File: src/rtl/spi_slave.sv
// Memory-mapped SPI target. An external master clocks 8-bit mode-0 frames
// (MSB first) in and out through single-byte TX/RX buffers. sclk, cs_n and
// mosi are asynchronous and are oversampled on clk, so f_sclk must stay at or
// below f_clk/8.
module spi_slave #(
  parameter logic [31:0] SPIS_BASE_ADDR = 32'h40006000,
  parameter int unsigned SYNC_STAGES    = 2  // at least 2
) (
  input  logic        clk,
  input  logic        rst,
  input  logic [31:0] mem_addr,
  input  logic [31:0] mem_wdata,
  input  logic        mem_we,
  input  logic        mem_re,
  output logic [31:0] mem_rdata,
  input  logic        spis_sclk,
  input  logic        spis_cs_n,
  input  logic        spis_mosi,
  output logic        spis_miso,
  output logic        spis_miso_oe,
  output logic        irq
);

  typedef enum logic [0:0] {StIdle, StActive} state_e;

  state_e state_q, state_d;

  logic [SYNC_STAGES-1:0] sclk_sync_q, cs_sync_q, mosi_sync_q;
  logic sclk_prev_q, cs_prev_q;
  logic sclk_s, cs_s, mosi_s;
  logic sclk_rise, sclk_fall, cs_fall, cs_rise;

  logic [7:0] tx_buf_q, tx_buf_d;
  logic       tx_full_q, tx_full_d;
  logic [7:0] rx_data_q, rx_data_d;
  logic       rx_valid_q, rx_valid_d;
  logic       overrun_q, overrun_d;
  logic       underrun_q, underrun_d;
  logic [2:0] ctrl_q, ctrl_d;
  logic [7:0] shift_tx_q, shift_tx_d;
  logic [7:0] shift_rx_q, shift_rx_d;
  logic [2:0] bit_cnt_q, bit_cnt_d;
  logic       reload_q, reload_d;  // byte done, reload shift_tx on next sclk fall
  logic       fill_q, fill_d;      // 0xFF filler loaded, underrun once it is clocked
  logic       mem_re_q;
  logic       irq_q, irq_d;

  logic       en, rx_ie, tx_ie;
  logic       frame_start, frame_end, bit_rise, bit_fall, busy;
  logic       hit, rd_rx, wr_tx, wr_status, wr_ctrl;
  logic [1:0] off;
  logic [7:0] rx_byte;
  logic       unused_bits;

  assign en    = ctrl_q[0];
  assign rx_ie = ctrl_q[1];
  assign tx_ie = ctrl_q[2];

  assign sclk_s    = sclk_sync_q[SYNC_STAGES-1];
  assign cs_s      = cs_sync_q[SYNC_STAGES-1];
  assign mosi_s    = mosi_sync_q[SYNC_STAGES-1];
  assign sclk_rise = sclk_s & ~sclk_prev_q;
  assign sclk_fall = ~sclk_s & sclk_prev_q;
  assign cs_fall   = ~cs_s & cs_prev_q;
  assign cs_rise   = cs_s & ~cs_prev_q;

  assign hit       = (mem_addr[31:4] == SPIS_BASE_ADDR[31:4]);
  assign off       = mem_addr[3:2];
  // Read side effects only on the first cycle of a read burst.
  assign rd_rx     = mem_re & ~mem_re_q & hit & (off == 2'd1);
  assign wr_tx     = mem_we & hit & (off == 2'd0);
  assign wr_status = mem_we & hit & (off == 2'd2);
  assign wr_ctrl   = mem_we & hit & (off == 2'd3);
  assign rx_byte   = {shift_rx_q[6:0], mosi_s};
  assign irq       = irq_q;

  assign unused_bits = ^{mem_addr[1:0], mem_wdata[31:8]};

  // Synchronizers plus one extra sample for edge detection; preset to bus idle.
  always_ff @(posedge clk or posedge rst) begin
    if (rst) begin
      sclk_sync_q <= '0;
      cs_sync_q   <= '1;
      mosi_sync_q <= '0;
      sclk_prev_q <= 1'b0;
      cs_prev_q   <= 1'b1;
    end else begin
      sclk_sync_q <= {sclk_sync_q[SYNC_STAGES-2:0], spis_sclk};
      cs_sync_q   <= {cs_sync_q[SYNC_STAGES-2:0], spis_cs_n};
      mosi_sync_q <= {mosi_sync_q[SYNC_STAGES-2:0], spis_mosi};
      sclk_prev_q <= sclk_s;
      cs_prev_q   <= cs_s;
    end
  end

  // FSM state register.
  always_ff @(posedge clk or posedge rst) begin
    if (rst) begin
      state_q <= StIdle;
    end else begin
      state_q <= state_d;
    end
  end

  // FSM next state: frames start on a cs_n fall, end on cs_n rise or disable.
  always_comb begin
    state_d = state_q;
    unique case (state_q)
      StIdle:   if (en && cs_fall) state_d = StActive;
      StActive: if (!en || cs_rise) state_d = StIdle;
    endcase
  end

  // FSM outputs: engine strobes and the MISO pad.
  always_comb begin
    frame_start  = 1'b0;
    frame_end    = 1'b0;
    bit_rise     = 1'b0;
    bit_fall     = 1'b0;
    busy         = 1'b0;
    spis_miso    = 1'b1;
    spis_miso_oe = 1'b0;
    unique case (state_q)
      StIdle: frame_start = en & cs_fall;
      StActive: begin
        busy         = 1'b1;
        spis_miso    = shift_tx_q[7];
        spis_miso_oe = 1'b1;
        if (!en || cs_rise) begin
          frame_end = 1'b1;
        end else begin
          bit_rise = sclk_rise;
          bit_fall = sclk_fall;
        end
      end
    endcase
  end

  // Register and shift-engine next state. Order encodes collision priority:
  // bus clears first, engine sets next, TXDATA write last.
  always_comb begin
    tx_buf_d   = tx_buf_q;
    tx_full_d  = tx_full_q;
    rx_data_d  = rx_data_q;
    rx_valid_d = rx_valid_q;
    overrun_d  = overrun_q;
    underrun_d = underrun_q;
    ctrl_d     = ctrl_q;
    shift_tx_d = shift_tx_q;
    shift_rx_d = shift_rx_q;
    bit_cnt_d  = bit_cnt_q;
    reload_d   = reload_q;
    fill_d     = fill_q;

    if (rd_rx) rx_valid_d = 1'b0;
    if (wr_status) begin
      if (mem_wdata[2]) overrun_d = 1'b0;
      if (mem_wdata[4]) underrun_d = 1'b0;
    end

    if (frame_start) begin
      bit_cnt_d  = '0;
      shift_rx_d = '0;
      reload_d   = 1'b0;
      fill_d     = 1'b0;
      if (tx_full_q) begin
        shift_tx_d = tx_buf_q;
        tx_full_d  = 1'b0;
      end else begin
        shift_tx_d = 8'hFF;
        underrun_d = 1'b1;
      end
    end

    if (frame_end) begin
      bit_cnt_d  = '0;
      shift_rx_d = '0;
      reload_d   = 1'b0;
      fill_d     = 1'b0;
    end

    if (bit_rise) begin
      shift_rx_d = rx_byte;
      // A reloaded 0xFF filler only counts as underrun once the master clocks
      // it, so the trailing sclk fall of a frame's last byte raises nothing.
      if (fill_q) begin
        underrun_d = 1'b1;
        fill_d     = 1'b0;
      end
      if (bit_cnt_q == 3'd7) begin
        bit_cnt_d = '0;
        reload_d  = 1'b1;
        // rx_valid_d already reflects a same-cycle RXDATA read.
        if (!rx_valid_d) begin
          rx_data_d  = rx_byte;
          rx_valid_d = 1'b1;
        end else begin
          overrun_d = 1'b1;
        end
      end else begin
        bit_cnt_d = bit_cnt_q + 3'd1;
      end
    end

    if (bit_fall) begin
      if (reload_q) begin
        reload_d = 1'b0;
        if (tx_full_q) begin
          shift_tx_d = tx_buf_q;
          tx_full_d  = 1'b0;
        end else begin
          shift_tx_d = 8'hFF;
          fill_d     = 1'b1;
        end
      end else if (bit_cnt_q != 3'd0) begin
        shift_tx_d = {shift_tx_q[6:0], 1'b0};
      end
    end

    if (wr_tx) begin
      tx_buf_d  = mem_wdata[7:0];
      tx_full_d = 1'b1;
    end
    if (wr_ctrl) ctrl_d = mem_wdata[2:0];
  end

  // Interrupt level, registered from the current flags.
  always_comb begin
    irq_d = (rx_ie & rx_valid_q) | (tx_ie & ~tx_full_q & busy);
  end

  // Register and engine state.
  always_ff @(posedge clk or posedge rst) begin
    if (rst) begin
      tx_buf_q   <= '0;
      tx_full_q  <= 1'b0;
      rx_data_q  <= '0;
      rx_valid_q <= 1'b0;
      overrun_q  <= 1'b0;
      underrun_q <= 1'b0;
      ctrl_q     <= '0;
      shift_tx_q <= '0;
      shift_rx_q <= '0;
      bit_cnt_q  <= '0;
      reload_q   <= 1'b0;
      fill_q     <= 1'b0;
      mem_re_q   <= 1'b0;
      irq_q      <= 1'b0;
    end else begin
      tx_buf_q   <= tx_buf_d;
      tx_full_q  <= tx_full_d;
      rx_data_q  <= rx_data_d;
      rx_valid_q <= rx_valid_d;
      overrun_q  <= overrun_d;
      underrun_q <= underrun_d;
      ctrl_q     <= ctrl_d;
      shift_tx_q <= shift_tx_d;
      shift_rx_q <= shift_rx_d;
      bit_cnt_q  <= bit_cnt_d;
      reload_q   <= reload_d;
      fill_q     <= fill_d;
      mem_re_q   <= mem_re;
      irq_q      <= irq_d;
    end
  end

  // Read mux, pure decode of the address.
  always_comb begin
    mem_rdata = '0;
    if (hit) begin
      unique case (off)
        2'd1:    mem_rdata = {24'b0, rx_data_q};
        2'd2:    mem_rdata = {27'b0, underrun_q, busy, overrun_q, tx_full_q, rx_valid_q};
        2'd3:    mem_rdata = {29'b0, ctrl_q};
        default: mem_rdata = '0;
      endcase
    end
  end

endmodule

File: config.mk
export PLATFORM = sky130hd
export DESIGN_NAME = spi_slave
export DESIGN_NICKNAME = d
export VERILOG_FILES = /design/src/rtl/spi_slave.sv
export SDC_FILE = /design/constraint.sdc
export NUM_CORES = 1
export LEC_CHECK = 0
export BUFFER_PORTS_ARGS = -buffer_cell sky130_fd_sc_hd__buf_2
export CAP_MARGIN = 25
export CORE_AREA = 8 8 87 89
export CTS_CLUSTER_SIZE = 12
export DETAILED_ROUTE_END_ITERATION = 8
export DIE_AREA = 0 0 95 97
export GPL_TIMING_DRIVEN = 1
export PLACE_DENSITY = 0.79
export SLEW_MARGIN = 20
export SYNTH_ARGS = -nofsm -noshare
export SYNTH_HDL_FRONTEND = slang
export SYNTH_SLANG_ARGS = --single-unit
File: constraint.sdc
create_clock -name clk -period 1.95 [get_ports clk]
set_input_delay 0.39 -clock clk [delete_from_list [all_inputs] [get_ports clk]]
set_output_delay 0.39 -clock clk [all_outputs]
set_load 0.02 [all_outputs]
==> results.cfg <==
[logic_synthesis]
postSynthRegisterBits = 54
syn_area_um2 = 2560
ys.flop_type = sky130_fd_sc_hd__dfrtp_1
synth-warning-count = 0
async_flop_share_pct = 100.0
post_synth_inst_count = 221
avgSynthCellArea_um2 = 11.58
number_of_different_library_cells_in_the_post_synthesis_netlist = 42
synth-edff-count = 0
synth_sequential_area_ratio_pct = 52.93

[timing]
fmaxAchievable_ghz = 0.4374
headroom_to_the_max_slew_limit_pct = 66.75
final_number_of_max_transition_violations = 0
timing.clock.skew_ns = 0.005608
worst_slack_ns = -0.3364
worst_pin_slew_ns = 0.4965
setup_viol_count_final = 28
period_share_pct = 117.3
grt_setup_unrepaired = yes
finalHoldViolations = 0
finalWorstPathRequiredPeriod_ns = 2.286
tns_ns = -4.781

[flow_run]
drv.max_cap_violation_count = 0

[drt]
detail-route-antenna-nets = 0
routed_via_count = 1974
drt-pass1-iter-count = 4
totalWireLength_um = 6484
drt-initial-drc-count = 103
drt_drc_violations_left = 0
vias_per_cell = 5.264
route.detailed.wl_per_inst_um = 17.29

[worst_setup_path]
rrSetupSlack_ns = 0.09
endpoint_kind = output port
cp.required_ns = 1.56
critPathArrivalTime_ns = 1.90
worstSetupPathType = input pin to output port
worstSetupStartpoint = mem_addr[19]
critPathMaxFanout = 6
crit_path_end = mem_rdata[1]
r2r-end = shift_tx_q[3]$_DFF_PP0_
crit-reg2reg-launch = cs_sync_q[1]$_DFF_PP1_
timing.reg2reg.worst_path_depth = 6
critPathLaunchType = input pin

[clock_network]
tritoncts = built
cts-htree-levels = 2
cts-root-to-sink-buffers = 2
clock_latency_ns = 0.30
cts-root-buf = sky130_fd_sc_hd__clkbuf_8
worst_setup_hold_path_clk_slew_ns = 0.09
number_of_buffers_created_by_cts = 5
cts.sinks = 54

[finish]
final_net_count = 371
utilization_pct = 53.50
antennaDiodeCount = 0
finish.instance_area_um2 = 3319
mostFrequentLayoutCells = 51 x sky130_fd_sc_hd__dfrtp_1, 45 x sky130_fd_sc_hd__buf_2, 24 x sky130_fd_sc_hd__conb_1, 19 x sky130_fd_sc_hd__buf_4, 14 x sky130_fd_sc_hd__buf_6
fillers = 507
final_common_cell = sky130_fd_sc_hd__dfrtp_1
area_growth_pct = 29.67
drive_gt1_share_pct = 44.30

[global_route]
antenna_found_initial = 0
grt_start_max_net_pins = 27
grtUsageTotal_pct = 13.27
first_global_vias = 2035
grt_first_pass_wirelength_um = 9832
grt_overflow_total = 0

[pwr]
static-leakage-power_nw = 1.604
max-vdd-ir-drop_uv = 399.9
pwr_density_cell_nw_per_um2 = 568.5

[worst_hold_path]
hp-class = input pin to async pin

[placed_design]
post-dp-hpwl_um = 4406
detailedPlace.worstSlack_ns = -0.4582
routabilityCongestion = 0.8983
port_buffers = 55
placed_area_um2 = 2954

[run_status]
outcome = complete, but fails checks
failed_checks = negative setup slack

[floorplanning]
effective_utilization_at_floorplan_pct = 41.26
die_height_um = 97
design.portCount = 106
number_of_placement_rows = 29
die_footprint_um2 = 9215
die_x_um = 95
core_area_um2 = 6205
## synthesized netlist by cell type, drive strengths merged, types with 4 or more instances
cell type  instances  area [um2]
buf               26       196.4
nor2              10       37.54
a21oi              9       45.04
nand2              8       30.03
inv               10       37.54
a221o              7       70.07
nand2b             4       25.02
a22oi              5       37.54
dfrtp             51        1276
nor4               4       25.02
mux2              21       236.5
nor2b              7       43.79
a22o              10       87.58
clkbuf             7       27.52
nand3              4       20.02
## state kept, by name, summed over array words and instances (netlist names), 2 cells and up
name and count:
rx_data_q 8, sclk_sync_q 2, cs_sync_q 2, mosi_sync_q 2, bit_cnt_q 3, tx_buf_q 8, shift_tx_q 8, ctrl_q 3
shift_rx_q 7
## how the worst min path moves through the flow
stage	endpoint	slack [ns]	startpoint	cells after the start
final	underrun_q$_DFF_PP0_	0.03	rst	2
after global routing	rx_data_q[1]$_DFFE_PP0P_	0.05	rst	2
after global placement	mosi_sync_q[1]$_DFF_PP0_	0.33	mosi_sync_q[0]$_DFF_PP0_	0
after floorplan	mosi_sync_q[1]$_DFF_PP0_	0.33	mosi_sync_q[0]$_DFF_PP0_	0
after detailed placement	mosi_sync_q[1]$_DFF_PP0_	0.34	mosi_sync_q[0]$_DFF_PP0_	0
after CTS	rx_data_q[1]$_DFFE_PP0P_	0.03	rst	2
## what timing repair did
| action | CTS | global route |
|---|---|---|
| pin swaps | 10 | 7 |
| endpoints found under the setup margin | 28 | 31 |
| gates cloned | 1 | 0 |
| resized for setup | 45 | 18 |
| hold buffers | 0 | 0 |
| buffers inserted | 1 | 2 |
## critical path, stage by stage
cell and delay (ns):
sky130_fd_sc_hd__buf_2 0.11, sky130_fd_sc_hd__nor4_1 0.38, sky130_fd_sc_hd__nand2_1 0.22, sky130_fd_sc_hd__or3_4 0.41
sky130_fd_sc_hd__buf_8 0.16, sky130_fd_sc_hd__nor2_4 0.09, sky130_fd_sc_hd__buf_6 0.12
## where the power goes
| part | internal (mW) | total (mW) | leakage [nW] | switching [mW] |
|---|---|---|---|---|
| sequential | 1.13 | 1.14 | 0.725 | 0.00516 |
| combinational | 0.0542 | 0.158 | 0.839 | 0.104 |
| clock | 0.256 | 0.593 | 0.0395 | 0.337 |
| total | 1.44 | 1.89 | 1.60 | 0.446 |
## metal layers
layer,routed length (um),GRT usage (%),share of wire (%),vias to the layer above
li1,-,-,-,896
met1,2464,15.68,38,992
met2,3391,22.48,52,70
met3,437,3.246,6.7,16
met4,189,4.808,2.9,0
met5,0,0,0,-
## stage by stage
step / total power [mW] / hold WS [ns] / instances
after global routing: 1.958 / 0.04540 / 375
after floorplan: 1.269 / 0.3312 / 244
after CTS: 1.889 / 0.03188 / 373
final: 1.887 / 0.03004 / 375
after global placement: 1.295 / 0.3330 / 363
after detailed placement: 1.298 / 0.3373 / 363
## area by class of cell
class	count	area, um2	area share (%)
Clock buffer	8	80.08	2.412
Inverter	10	37.54	1.131
Multi-Input combinational cell	147	1210	36.45
Sequential cell	54	1355	40.82
Tap cell	77	96.34	2.902
Timing Repair Buffer	79	540.5	16.28
## cells by family after synthesis
group           share of synthesized area [%]
flops                                   52.93
simple gates                            13.05
compound gates                          12.56
buf+inv                                 10.21
other cells                            0.1465
fa+ha+maj                               1.466
mux                                     9.629
No activity file was read; power rests on OpenSTA's default activity.
